File: src/rtl/hx8347a_rx.sv
// hx8347a_rx: receives HX8347A-style 8080 bus writes (index/register/GRAM)
// and streams windowed RGB565 pixels into an Avalon-MM frame buffer.
module hx8347a_rx #(
    parameter int MEM_WIDTH  = 21,
    parameter int FB_BASE    = 0,
    parameter int FIFO_DEPTH = 4
) (
    input  logic                 clk,
    input  logic                 reset_n,
    input  logic                 lcd_reset_n,
    input  logic                 lcd_cs,
    input  logic                 lcd_rs,
    input  logic [15:0]          lcd_data,
    input  logic                 lcd_write_n,
    input  logic                 lcd_read_n,
    output logic [MEM_WIDTH-1:0] fbuf_address,
    output logic                 fbuf_write,
    output logic [15:0]          fbuf_writedata,
    input  logic                 fbuf_waitrequest,
    output logic                 frame_done,
    output logic                 overflow
);

    localparam int PTR_W = (FIFO_DEPTH > 1) ? $clog2(FIFO_DEPTH) : 1;
    localparam int CNT_W = PTR_W + 1;
    localparam int ENT_W = MEM_WIDTH + 16;

    localparam logic [7:0]  IDX_GRAM  = 8'h22;
    localparam logic [8:0]  EC_RST    = 9'd319;
    localparam logic [8:0]  EP_RST    = 9'd239;
    localparam logic [19:0] SYNC_IDLE = {1'b1, 1'b1, 1'b0, 1'b1, 16'h0000};

    typedef enum logic {B_IDLE, B_LOW} bus_state_t;
    typedef enum logic {M_IDLE, M_WRITE} m_state_t;

    logic unused_ok;
    assign unused_ok = &{1'b1, lcd_read_n};

    // Two-flop synchronizer: {lcd_reset_n, cs, rs, write_n, data}
    logic [19:0] sync1_q, sync2_q;
    logic        lcd_rst, cs_n_s, rs_s, wr_n_s;
    logic [15:0] data_s;

    always_ff @(posedge clk or negedge reset_n) begin
        if (!reset_n) begin
            sync1_q <= SYNC_IDLE;
            sync2_q <= SYNC_IDLE;
        end else begin
            sync1_q <= {lcd_reset_n, lcd_cs, lcd_rs, lcd_write_n, lcd_data};
            sync2_q <= sync1_q;
        end
    end

    assign lcd_rst = ~sync2_q[19];
    assign cs_n_s  = sync2_q[18];
    assign rs_s    = sync2_q[17];
    assign wr_n_s  = sync2_q[16];
    assign data_s  = sync2_q[15:0];

    bus_state_t bus_state_q, bus_state_d;
    logic       rs_lat_q, rs_lat_d;
    logic [15:0] data_lat_q, data_lat_d;
    logic       commit;

    always_comb begin
        bus_state_d = bus_state_q;
        rs_lat_d    = rs_lat_q;
        data_lat_d  = data_lat_q;
        commit      = 1'b0;
        case (bus_state_q)
            B_IDLE: begin
                if (!wr_n_s && !cs_n_s) begin
                    bus_state_d = B_LOW;
                    rs_lat_d    = rs_s;
                    data_lat_d  = data_s;
                end
            end
            B_LOW: begin
                if (cs_n_s) begin
                    bus_state_d = B_IDLE;
                end else if (wr_n_s) begin
                    bus_state_d = B_IDLE;
                    commit      = 1'b1;
                end else begin
                    rs_lat_d   = rs_s;
                    data_lat_d = data_s;
                end
            end
            default: bus_state_d = B_IDLE;
        endcase
        if (lcd_rst) begin
            bus_state_d = B_IDLE;
            commit      = 1'b0;
        end
    end

    logic [7:0] index_q, index_d;
    logic [8:0] sc_q, sc_d, ec_q, ec_d, sp_q, sp_d, ep_q, ep_d;
    logic [8:0] x_q, x_d, y_q, y_d;
    logic       frame_done_q, frame_done_d;
    logic       overflow_q, overflow_d;
    logic       push, pop, full, in_range;
    logic [MEM_WIDTH-1:0] pix_addr;

    // Y*320 as (Y<<8)+(Y<<6), wrapping at the memory address width.
    assign pix_addr = MEM_WIDTH'(FB_BASE) + MEM_WIDTH'({y_q, 8'd0})
                    + MEM_WIDTH'({y_q, 6'd0}) + MEM_WIDTH'(x_q);
    assign in_range = (x_q < 9'd320) && (y_q < 9'd240);

    always_comb begin
        index_d      = index_q;
        sc_d         = sc_q;
        ec_d         = ec_q;
        sp_d         = sp_q;
        ep_d         = ep_q;
        x_d          = x_q;
        y_d          = y_q;
        overflow_d   = overflow_q;
        frame_done_d = 1'b0;
        push         = 1'b0;
        if (commit && !rs_lat_q) begin
            index_d = data_lat_q[7:0];
            if (data_lat_q[7:0] == IDX_GRAM) begin
                x_d = sc_q;
                y_d = sp_q;
            end
        end else if (commit) begin
            case (index_q)
                8'h02: sc_d[8]   = data_lat_q[0];
                8'h03: sc_d[7:0] = data_lat_q[7:0];
                8'h04: ec_d[8]   = data_lat_q[0];
                8'h05: ec_d[7:0] = data_lat_q[7:0];
                8'h06: sp_d[8]   = data_lat_q[0];
                8'h07: sp_d[7:0] = data_lat_q[7:0];
                8'h08: ep_d[8]   = data_lat_q[0];
                8'h09: ep_d[7:0] = data_lat_q[7:0];
                IDX_GRAM: begin
                    // Off-screen and dropped pixels still move the cursor.
                    if (in_range) begin
                        if (full) overflow_d = 1'b1;
                        else      push       = 1'b1;
                    end
                    if (x_q != ec_q) begin
                        x_d = x_q + 9'd1;
                    end else begin
                        x_d = sc_q;
                        if (y_q != ep_q) begin
                            y_d = y_q + 9'd1;
                        end else begin
                            y_d          = sp_q;
                            frame_done_d = 1'b1;
                        end
                    end
                end
                default: ;
            endcase
        end
        if (lcd_rst) begin
            index_d      = 8'h00;
            sc_d         = 9'd0;
            ec_d         = EC_RST;
            sp_d         = 9'd0;
            ep_d         = EP_RST;
            x_d          = 9'd0;
            y_d          = 9'd0;
            overflow_d   = 1'b0;
            frame_done_d = 1'b0;
            push         = 1'b0;
        end
    end

    // Write queue and Avalon master
    logic [ENT_W-1:0]     fifo_q [FIFO_DEPTH];
    logic [PTR_W-1:0]     wr_ptr_q, wr_ptr_d, rd_ptr_q, rd_ptr_d, rd_next;
    logic [CNT_W-1:0]     count_q, count_d;
    m_state_t             m_state_q, m_state_d;
    logic [MEM_WIDTH-1:0] addr_q, addr_d;
    logic [15:0]          wdata_q, wdata_d;

    assign full    = (count_q == CNT_W'(FIFO_DEPTH));
    assign rd_next = rd_ptr_q + PTR_W'(1);

    always_comb begin
        m_state_d = m_state_q;
        addr_d    = addr_q;
        wdata_d   = wdata_q;
        pop       = 1'b0;
        case (m_state_q)
            M_IDLE: begin
                if (count_q != '0 && !lcd_rst) begin
                    m_state_d         = M_WRITE;
                    {addr_d, wdata_d} = fifo_q[rd_ptr_q];
                end
            end
            M_WRITE: begin
                if (!fbuf_waitrequest) begin
                    pop = 1'b1;
                    if (count_q > CNT_W'(1) && !lcd_rst) begin
                        {addr_d, wdata_d} = fifo_q[rd_next];
                    end else begin
                        m_state_d = M_IDLE;
                    end
                end
            end
            default: m_state_d = M_IDLE;
        endcase

        wr_ptr_d = wr_ptr_q + PTR_W'(push);
        rd_ptr_d = rd_ptr_q + PTR_W'(pop);
        count_d  = count_q + CNT_W'(push) - CNT_W'(pop);

        // Panel reset flushes everything except a write already on the bus.
        if (lcd_rst) begin
            if (m_state_q == M_WRITE && !pop) begin
                wr_ptr_d = rd_next;
                count_d  = CNT_W'(1);
            end else begin
                wr_ptr_d = rd_ptr_d;
                count_d  = '0;
            end
            if (m_state_d == M_IDLE) begin
                addr_d  = '0;
                wdata_d = '0;
            end
        end
    end

    always_ff @(posedge clk) begin
        if (push) fifo_q[wr_ptr_q] <= {pix_addr, data_lat_q};
    end

    always_ff @(posedge clk or negedge reset_n) begin
        if (!reset_n) begin
            bus_state_q  <= B_IDLE;
            rs_lat_q     <= 1'b0;
            data_lat_q   <= 16'h0000;
            index_q      <= 8'h00;
            sc_q         <= 9'd0;
            ec_q         <= EC_RST;
            sp_q         <= 9'd0;
            ep_q         <= EP_RST;
            x_q          <= 9'd0;
            y_q          <= 9'd0;
            frame_done_q <= 1'b0;
            overflow_q   <= 1'b0;
            wr_ptr_q     <= '0;
            rd_ptr_q     <= '0;
            count_q      <= '0;
            m_state_q    <= M_IDLE;
            addr_q       <= '0;
            wdata_q      <= 16'h0000;
        end else begin
            bus_state_q  <= bus_state_d;
            rs_lat_q     <= rs_lat_d;
            data_lat_q   <= data_lat_d;
            index_q      <= index_d;
            sc_q         <= sc_d;
            ec_q         <= ec_d;
            sp_q         <= sp_d;
            ep_q         <= ep_d;
            x_q          <= x_d;
            y_q          <= y_d;
            frame_done_q <= frame_done_d;
            overflow_q   <= overflow_d;
            wr_ptr_q     <= wr_ptr_d;
            rd_ptr_q     <= rd_ptr_d;
            count_q      <= count_d;
            m_state_q    <= m_state_d;
            addr_q       <= addr_d;
            wdata_q      <= wdata_d;
        end
    end

    assign fbuf_write     = (m_state_q == M_WRITE);
    assign fbuf_address   = addr_q;
    assign fbuf_writedata = wdata_q;
    assign frame_done     = frame_done_q;
    assign overflow       = overflow_q;

endmodule

File: config.mk
export PLATFORM = sky130hd
export DESIGN_NAME = hx8347a_rx
export DESIGN_NICKNAME = d
export VERILOG_FILES = /design/src/rtl/hx8347a_rx.sv
export SDC_FILE = /design/constraint.sdc
export NUM_CORES = 1
export LEC_CHECK = 0
export CORE_MARGIN = 1.5
export CORE_UTILIZATION = 35
export CTS_CLUSTER_DIAMETER = 80
export CTS_CLUSTER_SIZE = 40
export DETAILED_ROUTE_END_ITERATION = 8
export PLACE_DENSITY_LB_ADDON = 0.25
export SLEW_MARGIN = 20
export SYNTH_ARGS = -nofsm -noshare
export SYNTH_HDL_FRONTEND = slang
export SYNTH_SLANG_ARGS = --single-unit
File: constraint.sdc
create_clock -name clk -period 5.05 [get_ports clk]
set_input_delay 1.01 -clock clk [delete_from_list [all_inputs] [get_ports clk]]
set_output_delay 1.01 -clock clk [all_outputs]
set_load 0.05 [all_outputs]
# ---- Yosys cells after proc, flatten, opt, wreduce, memory -nomap -nowiden
# Memory sizes are Yosys's and may differ from the RTL's.
# Index checks and enable logic that the tools add are counted.
dict set report word_totals {
  regBits 167
  ramBits 140
  in_bits 24
  output_inout_bits 40
  word_cells 190
  memories 1
}
# name words width rd rd_clocked_by_memory_dff write_ports line_no
set memory_table {}
lappend memory_table {fifo_q 4 35 2 0 1 173} ;# logic [ENT_W-1:0] fifo_q [FIFO_DEPTH];
dict set report op_classes {
  addsub 9
  magnitude_cmp 3
  n_eq_ne 34
  n_mux 94
  bitwise_logic 2
  n_reduce_logical 23
}
# op n
set op_table {}
lappend op_table {{9-bit 2-to-1 mux} 25}
lappend op_table {{16-bit 2-to-1 mux} 8}
lappend op_table {{21-bit 2-to-1 mux} 5}
lappend op_table {{16-bit case mux with 2 select lines} 2}
lappend op_table {{8-bit 2-to-1 mux} 6}
lappend op_table {{21-bit case mux with 2 select lines} 1}
lappend op_table {{1-bit 2-to-1 mux} 41}
lappend op_table {{8-bit by 3-bit == test with 1-bit output, second input constant} 4}
lappend op_table {{3-bit AND reduction} 10}
lappend op_table {{2-bit by 1-bit != test with 1-bit output, second input constant} 13}
lappend op_table {{18-bit by 9-bit adder with 19-bit output} 1}
lappend op_table {{17-bit by 15-bit adder with 18-bit output} 1}
lappend op_table {{9-bit by 1-bit adder with 9-bit output, second input constant} 2}
lappend op_table {{9-bit != test} 2}
lappend op_table {{8-bit by 2-bit == test with 1-bit output, second input constant} 2}
lappend op_table {{8-bit by 4-bit == test with 1-bit output, second input constant} 2}
lappend op_table {{8-bit by 6-bit == test with 1-bit output, second input constant} 2}
lappend op_table {{9-bit by 8-bit less-than comparator with 1-bit output, second input constant} 1}
lappend op_table {{9-bit less-than comparator, second input constant} 1}
lappend op_table {{2-bit != test, second input constant} 4}
lappend op_table {{1-bit logical AND} 6}
lappend op_table {{3-bit by 1-bit != test with 1-bit output, second input constant} 2}
lappend op_table {{1-bit case mux with 2 select lines} 3}
lappend op_table {{5-bit AND reduction} 1}
lappend op_table {{other kinds (14)} 20}

# ---- Logic depth before layout (Yosys ltp)
# Gate-level depths: netlist of run 1.
dict set report logic_depth {
  depth_word 10
  depth_mapped 11
  ltp_nobuf 10
}

# ---- Worst setup path before layout of run 1
# Ideal clock, no wire load.
dict set report synth_path {
  path_kind {reg2reg}
  start {reg index_q[3]}
  end {mem fifo_q[0][0] (netlist name) (enable)}
  setup_ns 0.468
  arrival_ns 3.973
  required_ns 4.582
  path_slack_ns 0.610
  stages_incl_launch_ff 6
  path_buffers 0
  period_less_slack_ns 4.440
  cell_sequence {dfrtp_1 -> or3b_1 -> and4b_1 -> nand4b_1 -> or3_4 -> nor3_1}
}
dict set report synth_via {
  elab_chain_len 7
}
# item line_no
set synth_lines {}
lappend synth_lines {{start: declaration} 97} ;# logic [7:0] index_q, index_d;
lappend synth_lines {{start signal: assignment} 256} ;# index_q <= index_d;
lappend synth_lines {{8-bit by 6-bit == test with 1-bit output} 128} ;# case (index_q)
lappend synth_lines {{1-bit 2-to-1 mux} 128}
lappend synth_lines {{1-bit 2-to-1 mux} 127} ;# end else if (commit) begin
lappend synth_lines {{1-bit 2-to-1 mux} 121} ;# if (commit && !rs_lat_q) begin
lappend synth_lines {{1-bit 2-to-1 mux} 158} ;# if (lcd_rst) begin
lappend synth_lines {{1-bit 2-to-1 mux} 229} ;# if (push) fifo_q[wr_ptr_q] <= {pix_addr, data_lat_q};
lappend synth_lines {{1-bit 2-to-1 mux (not written as such)} 229}
lappend synth_lines {{end: declaration} 173}
# No other way between the ends.

# ---- Worst setup path after layout of run 1
dict set report layout_path {
  start {reg index_q[3]}
  end {mem fifo_q[2][23] (netlist name) (enable)}
}
# The elaborated chain is that of the path after synthesis.

==> flow_summary.json, run 1 <==
{
  "area_growth_pct": 14.4,
  "gr-max-usage-layer": "met2",
  "crit_path_max_fanout": 23,
  "overflow": 0,
  "dieArea_sq_mm": 0.0399,
  "grt_max_degree": 109,
  "grt_pass1_vias": 8189,
  "synth-seq-cells": 303,
  "fin_tns_setup_ns": 0,
  "finalSetupViolCount": 0,
  "slew_viol_final": 0,
  "place.gp.congestion": 0.789,
  "place_hpwl_microns": 18600,
  "post_cts_buffers": 0,
  "hold_path.class": "reg2reg",
  "synth_edf_count": 136,
  "avgRoutedWirePerCell_microns": 19.2,
  "setup_ws_ns": 1.83,
  "clkTransAtPathRegs_ns": 0.11,
  "slowest_stage": "or3_4",
  "avgSynthCellArea_sq_um": 14.3,
  "rows": 71,
  "grt_util_met1_pct": 20.5,
  "root_buffer": "clkbuf_16",
  "cts_buffers": 18,
  "die_h_microns": 200,
  "worstSetupPathType": "reg2reg",
  "cts_hold_buf": 0,
  "slew_headroom_pct": 28.5,
  "grt_usage_pct": 15.2,
  "totalPowerFinal_mw": 6.66,
  "post-route-period-util_pct": 63.7,
  "cts_tree": "built",
  "antenna_found_initial": 0,
  "fin_util_pct": 40.9,
  "cp-end-kind": "flop",
  "ir_drop_mv": 0.205,
  "critPathTopFamily": "simple AND/OR/NAND/NOR gates",
  "cp_cell_sequence": "or3b_1 -> and4b_1 -> nand4b_1 -> or3_4 -> inv_2 -> nand2_1 -> nor2_4 -> buf_4",
  "ant_nets": 0,
  "cts_sinks": 303,
  "ys.flop_type": "dfrtp_1",
  "hold_depth": 0,
  "rsz0062_at_grt": "no",
  "core_area_sq_mm": 0.0378,
  "first_iter_violations": 458,
  "drive_gt1_share_pct": 17.5,
  "clk_latency_ns": 0.54,
  "ys_types": 58,
  "crit_cells": 8,
  "grt_util_met2_pct": 26.0,
  "wirelength_microns": 29300,
  "p_per_area_mw_per_mm2": 430,
  "final_cells": 1522,
  "fp.dieW_microns": 200,
  "n_fill_cell": 3518,
  "clk_path_buf_depth": 3,
  "synth_area_sq_mm": 0.0135,
  "critPathBufInv": 2,
  "syn_nets": 998,
  "worstSetupStartpointType": "flop",
  "p_leak_nw": 5.66,
  "tightest_slew_ns": 1.07,
  "cp.required_ns": 5.24,
  "vias": 7995,
  "synth_cells": 947,
  "max_cap_viol_count": 0,
  "critPathMaxStageDelay_ns": 0.47,
  "synth_top_area_cell": "edfxtp_1",
  "rr_worst_depth": 8,
  "synth_top_cells_by_area": "edfxtp_1, dfrtp_1, mux4_2",
  "initial_core_util_pct": 35.8,
  "hold_viol": 0,
  "yosysMostFrequentCell": "dfrtp_1",
  "met3_usage_pct": 1.99,
  "fin_crit_ns": 3.22,
  "htreeDepth": 1,
  "yosysSeqAreaShare_pct": 61.2,
  "drt_first_pass_iters": 4,
  "num_io_pins": 64,
  "rrSetupSlack_ns": 1.83,
  "async_flop_share_pct": 55.1,
  "n_antenna_cell": 0,
  "remaining_drc_errors": 0,
  "yosysWarnings": 0,
  "pre_cts_slack_ns": 1.83,
  "final_nets": 1050,
  "fmax_mhz": 311,
  "grt_pass1_wl_microns": 46900,
  "worstPathArrival_ns": 3.41,
  "synth.top_cell.area_share_pct": 30.2,
  "port_buffers": 62,
  "synthTopCellsByCount": "dfrtp_1, edfxtp_1, nand2_1",
  "via_per_inst": 5.25,
  "skew_ns": 0.0430,
  "status": "complete, no violations",
  "dp.cells": 1490,
  "cts_resized": 0
}
[state kept, by name, summed over array words and instances, names as in the netlist]
signal	count
ep_q	9
bus_state_q	1
sync2_q	20
sync1_q	20
rd_ptr_q	2
y_q	9
ec_q	9
fbuf_write	1
frame_done	1
fbuf_writedata	16
count_q	3
overflow	1
fbuf_address	21
wr_ptr_q	2
index_q	8
sp_q	9
x_q	9
sc_q	9
data_lat_q	16
fifo_q	136
rs_lat_q	1
[metrics by stage]
stage | hold slack (ns) | area, sq um
after CTS | 0.363 | 15500
after global placement | 0.334 | 14800
after global routing | 0.367 | 15500
after floorplan | 0.331 | 13500
final | 0.359 | 15500
after detailed placement | 0.336 | 14800
[cell families (layout without fill, tap and decap cells)]
logic type	Yosys count	after routing	share of synthesized area [%]
XOR/XNOR	31	31	2.01
flip-flops	303	303	61.2
adder cells (fa/ha/maj)	27	27	2.66
AO/OA/AOI/OAI	149	149	7.18
buffers and inverters	72	136	2.16
AND/OR/NAND/NOR	243	243	9.32
multiplexers	122	122	15.5
[cell usage in the layout, fill, tap and decap left out, types with 3 or more instances in the layout]
cell type        count
dfrtp_1            145
edfxtp_1           136
nand2_1             72
mux4_2              68
clkdlybuf4s50_1     61
nor2_1              45
mux2i_1             38
o21ai_1             32
and3_1              31
a211oi_1            30
xnor2_1             25
o21ai_0             24
ha_1                24
nor2b_1             23
buf_4               21
dfstp_2             20
a221oi_1            19
clkbuf_16           19
inv_1               18
a21oi_1             16
nor3_1              16
mux2_2              16
nand3_1             13
nor4_1               9
xor2_1               6
or3_1                6
o22ai_1              6
o22a_1               5
nand4_1              4
inv_12               4
o21a_1               3
nand4b_1             3
o31a_1               3
fa_1                 3
inv_8                3
[cell type report]
type | count | area [sq um] | area share, %
flip-flops and latches | 303 | 8290 | 53.6
multi-input cells | 572 | 4990 | 32.2
clock inverters | 13 | 209 | 1.35
clock buffers | 19 | 475 | 3.07
inverters | 20 | 75.1 | 0.485
repair buffers | 84 | 800 | 5.16
well taps | 511 | 639 | 4.13
[report_power, final]
group	switching, mW	internal (mW)	leakage, nW
sequential	0.318	2.76	3.19
combinational	0.984	0.833	2.14
clock	0.978	0.779	0.329
total	2.28	4.38	5.66
[worst paths after layout]
path	start	end
worst max-delay path	index_q[3]$_DFFE_PN0P_	fifo_q[2][23]$_DFFE_PP_
worst min-delay path	sync1_q[9]$_DFF_PN0_	sync2_q[9]$_DFF_PN0_
worst max register to register	index_q[3]$_DFFE_PN0P_	fifo_q[2][23]$_DFFE_PP_
worst min register to register	sync1_q[9]$_DFF_PN0_	sync2_q[9]$_DFF_PN0_
max in group asynchronous	reset_n	rd_ptr_q[0]$_DFF_PN0_
min in group asynchronous	reset_n	sync1_q[7]$_DFF_PN0_
[metal layers]
layer / vias to the layer above / share of wire, %
met3: 30 / 3.8
met2: 136 / 49
met1: 4111 / 46
met4: 0 / 1.6
met5: - / 0
li1: 3718 / -
No activity file was read; power rests on OpenSTA's default activity.
==> inputs of run 2 (changes only) <==
clock period = 3.3 ns   (was 5.05 ns; I/O delays follow)
==> flow_summary.json, run 2 (synthesis results as in run 1) <==
{
  "cts_hold_buf": 0,
  "cts_sinks": 303,
  "via_per_inst": 5.26,
  "avgRoutedWirePerCell_microns": 19.4,
  "die_h_microns": 200,
  "drt_first_pass_iters": 5,
  "port_buffers": 62,
  "max_cap_viol_count": 0,
  "drive_gt1_share_pct": 18.3,
  "rows": 71,
  "grt_pass1_vias": 8333,
  "num_io_pins": 64,
  "grt_pass1_wl_microns": 47600,
  "fin_crit_ns": 2.98,
  "dieArea_sq_mm": 0.0399,
  "largest_reg_flops": 136,
  "area_growth_pct": 14.7,
  "grt_max_degree": 61,
  "skew_ns": 0.0429,
  "slew_viol_final": 0,
  "largest-register": "fifo_q",
  "clkTransAtPathRegs_ns": 0.12,
  "pre_cts_slack_ns": 0.181,
  "overflow": 0,
  "htreeDepth": 1,
  "wirelength_microns": 29700,
  "final_common_cell": "dfrtp_1",
  "rsz0062_at_grt": "no",
  "fmax_mhz": 336,
  "p_leak_nw": 5.69,
  "final_nets": 1060,
  "worstSetupPathType": "reg2reg",
  "ir_drop_mv": 0.325,
  "cts_tree": "built",
  "post_cts_buffers": 0,
  "core_area_sq_mm": 0.0378,
  "cts_resized": 0,
  "worstSetupStartpointType": "flop",
  "status": "complete, no violations",
  "post-route-period-util_pct": 90.3,
  "clk_latency_ns": 0.53,
  "n_antenna_cell": 0,
  "cp-end-kind": "flop",
  "antenna_found_initial": 0,
  "crit_path_max_fanout": 5,
  "ant_nets": 0,
  "remaining_drc_errors": 0,
  "grt_usage_pct": 15.5,
  "initial_core_util_pct": 35.8,
  "setup_ws_ns": 0.319,
  "place_hpwl_microns": 19200,
  "vias": 8048,
  "fin_util_pct": 41.0,
  "first_iter_violations": 641,
  "cts_buffers": 17,
  "hold_viol": 0,
  "worstPathArrival_ns": 3.19,
  "slew_headroom_pct": 44.9,
  "fp.dieW_microns": 200,
  "tightest_slew_ns": 0.827,
  "finalSetupViolCount": 0,
  "rr_worst_depth": 8,
  "clk_path_buf_depth": 3,
  "place.gp.congestion": 0.806,
  "final_cell_mix": "dfrtp_1, edfxtp_1, nand2_1",
  "root_buffer": "clkbuf_16",
  "hold_path.class": "in2async",
  "p_per_area_mw_per_mm2": 645,
  "cp.required_ns": 3.51
}
-- run 2: changes by cell type in the layout (fill, tap and decap cells not counted), sizes merged --
cell,before,now
clkbuf,19,18
clkinv,4,2
inv,29,28
buf,23,34
clkinvlp,0,1
-- run 2: layer usage --
layer | vias up | wire length (microns) | global-route usage, %
met5 | - | 0 | 0
met4 | 0 | 416 | 3.37
met3 | 30 | 1040 | 1.79
met2 | 143 | 14500 | 26.5
met1 | 4154 | 13700 | 21.2
li1 | 3721 | - | -
-- run 2: worst paths after layout --
check                                startpoint  slack [ns]                      end
min in group clk           sync1_q[8]$_DFF_PN0_        0.36     sync2_q[8]$_DFF_PN0_
setup reg to reg             x_q[8]$_DFFE_PN0P_        0.32  fifo_q[2][33]$_DFFE_PP_
max in group asynchronous               reset_n        2.41      ep_q[3]$_DFFE_PN1P_
setup / recovery             x_q[8]$_DFFE_PN0P_        0.32  fifo_q[2][33]$_DFFE_PP_
hold / removal                          reset_n        0.09     sync1_q[4]$_DFF_PN0_
hold reg to reg            sync1_q[8]$_DFF_PN0_        0.36     sync2_q[8]$_DFF_PN0_
-- run 2: through the flow --
| stage | hold WS [ns] | std cells | TNS, ns | total power, mW | cell area [sq um] |
|---|---|---|---|---|---|
| after floorplan | 0.331 | 947 | -3.67 | 6.77 | 13600 |
| after global placement | 0.333 | 1501 | 0 | 7.65 | 14900 |
| after detailed placement | 0.335 | 1501 | 0 | 7.71 | 14900 |
| after CTS | 0.112 | 1530 | 0 | 10.2 | 15500 |
| after global routing | 0.121 | 1530 | 0 | 10.5 | 15500 |
| final | 0.0925 | 1530 | 0 | 10.0 | 15500 |
-- run 2: layout make-up --
class | count | area, sq um
clock buffers | 18 | 429
clock inverters | 11 | 145
fillers | 3524 | 22300
inverters | 20 | 75.1
multi-input cells | 572 | 5010
flip-flops and latches | 303 | 8290
well taps | 511 | 639
repair buffers | 95 | 932
-- run 2: report_power, final --
part / internal, mW / total, mW / switching (mW) / leakage (nW)
registers: 4.23 / 4.65 / 0.415 / 3.19
clock network: 1.05 / 2.44 / 1.39 / 0.279
logic: 1.32 / 2.93 / 1.61 / 2.22
total: 6.60 / 10.0 / 3.41 / 5.69
-- run 2: critical path, cell delays in order, from the launching register on --
cell and delay, ns:
dfrtp_1 0.48, fa_1 0.55, fa_1 0.47, a21o_1 0.17, a21oi_1 0.20, nor2b_1 0.07
o21a_1 0.20, o41ai_2 0.28, o21ai_0 0.25
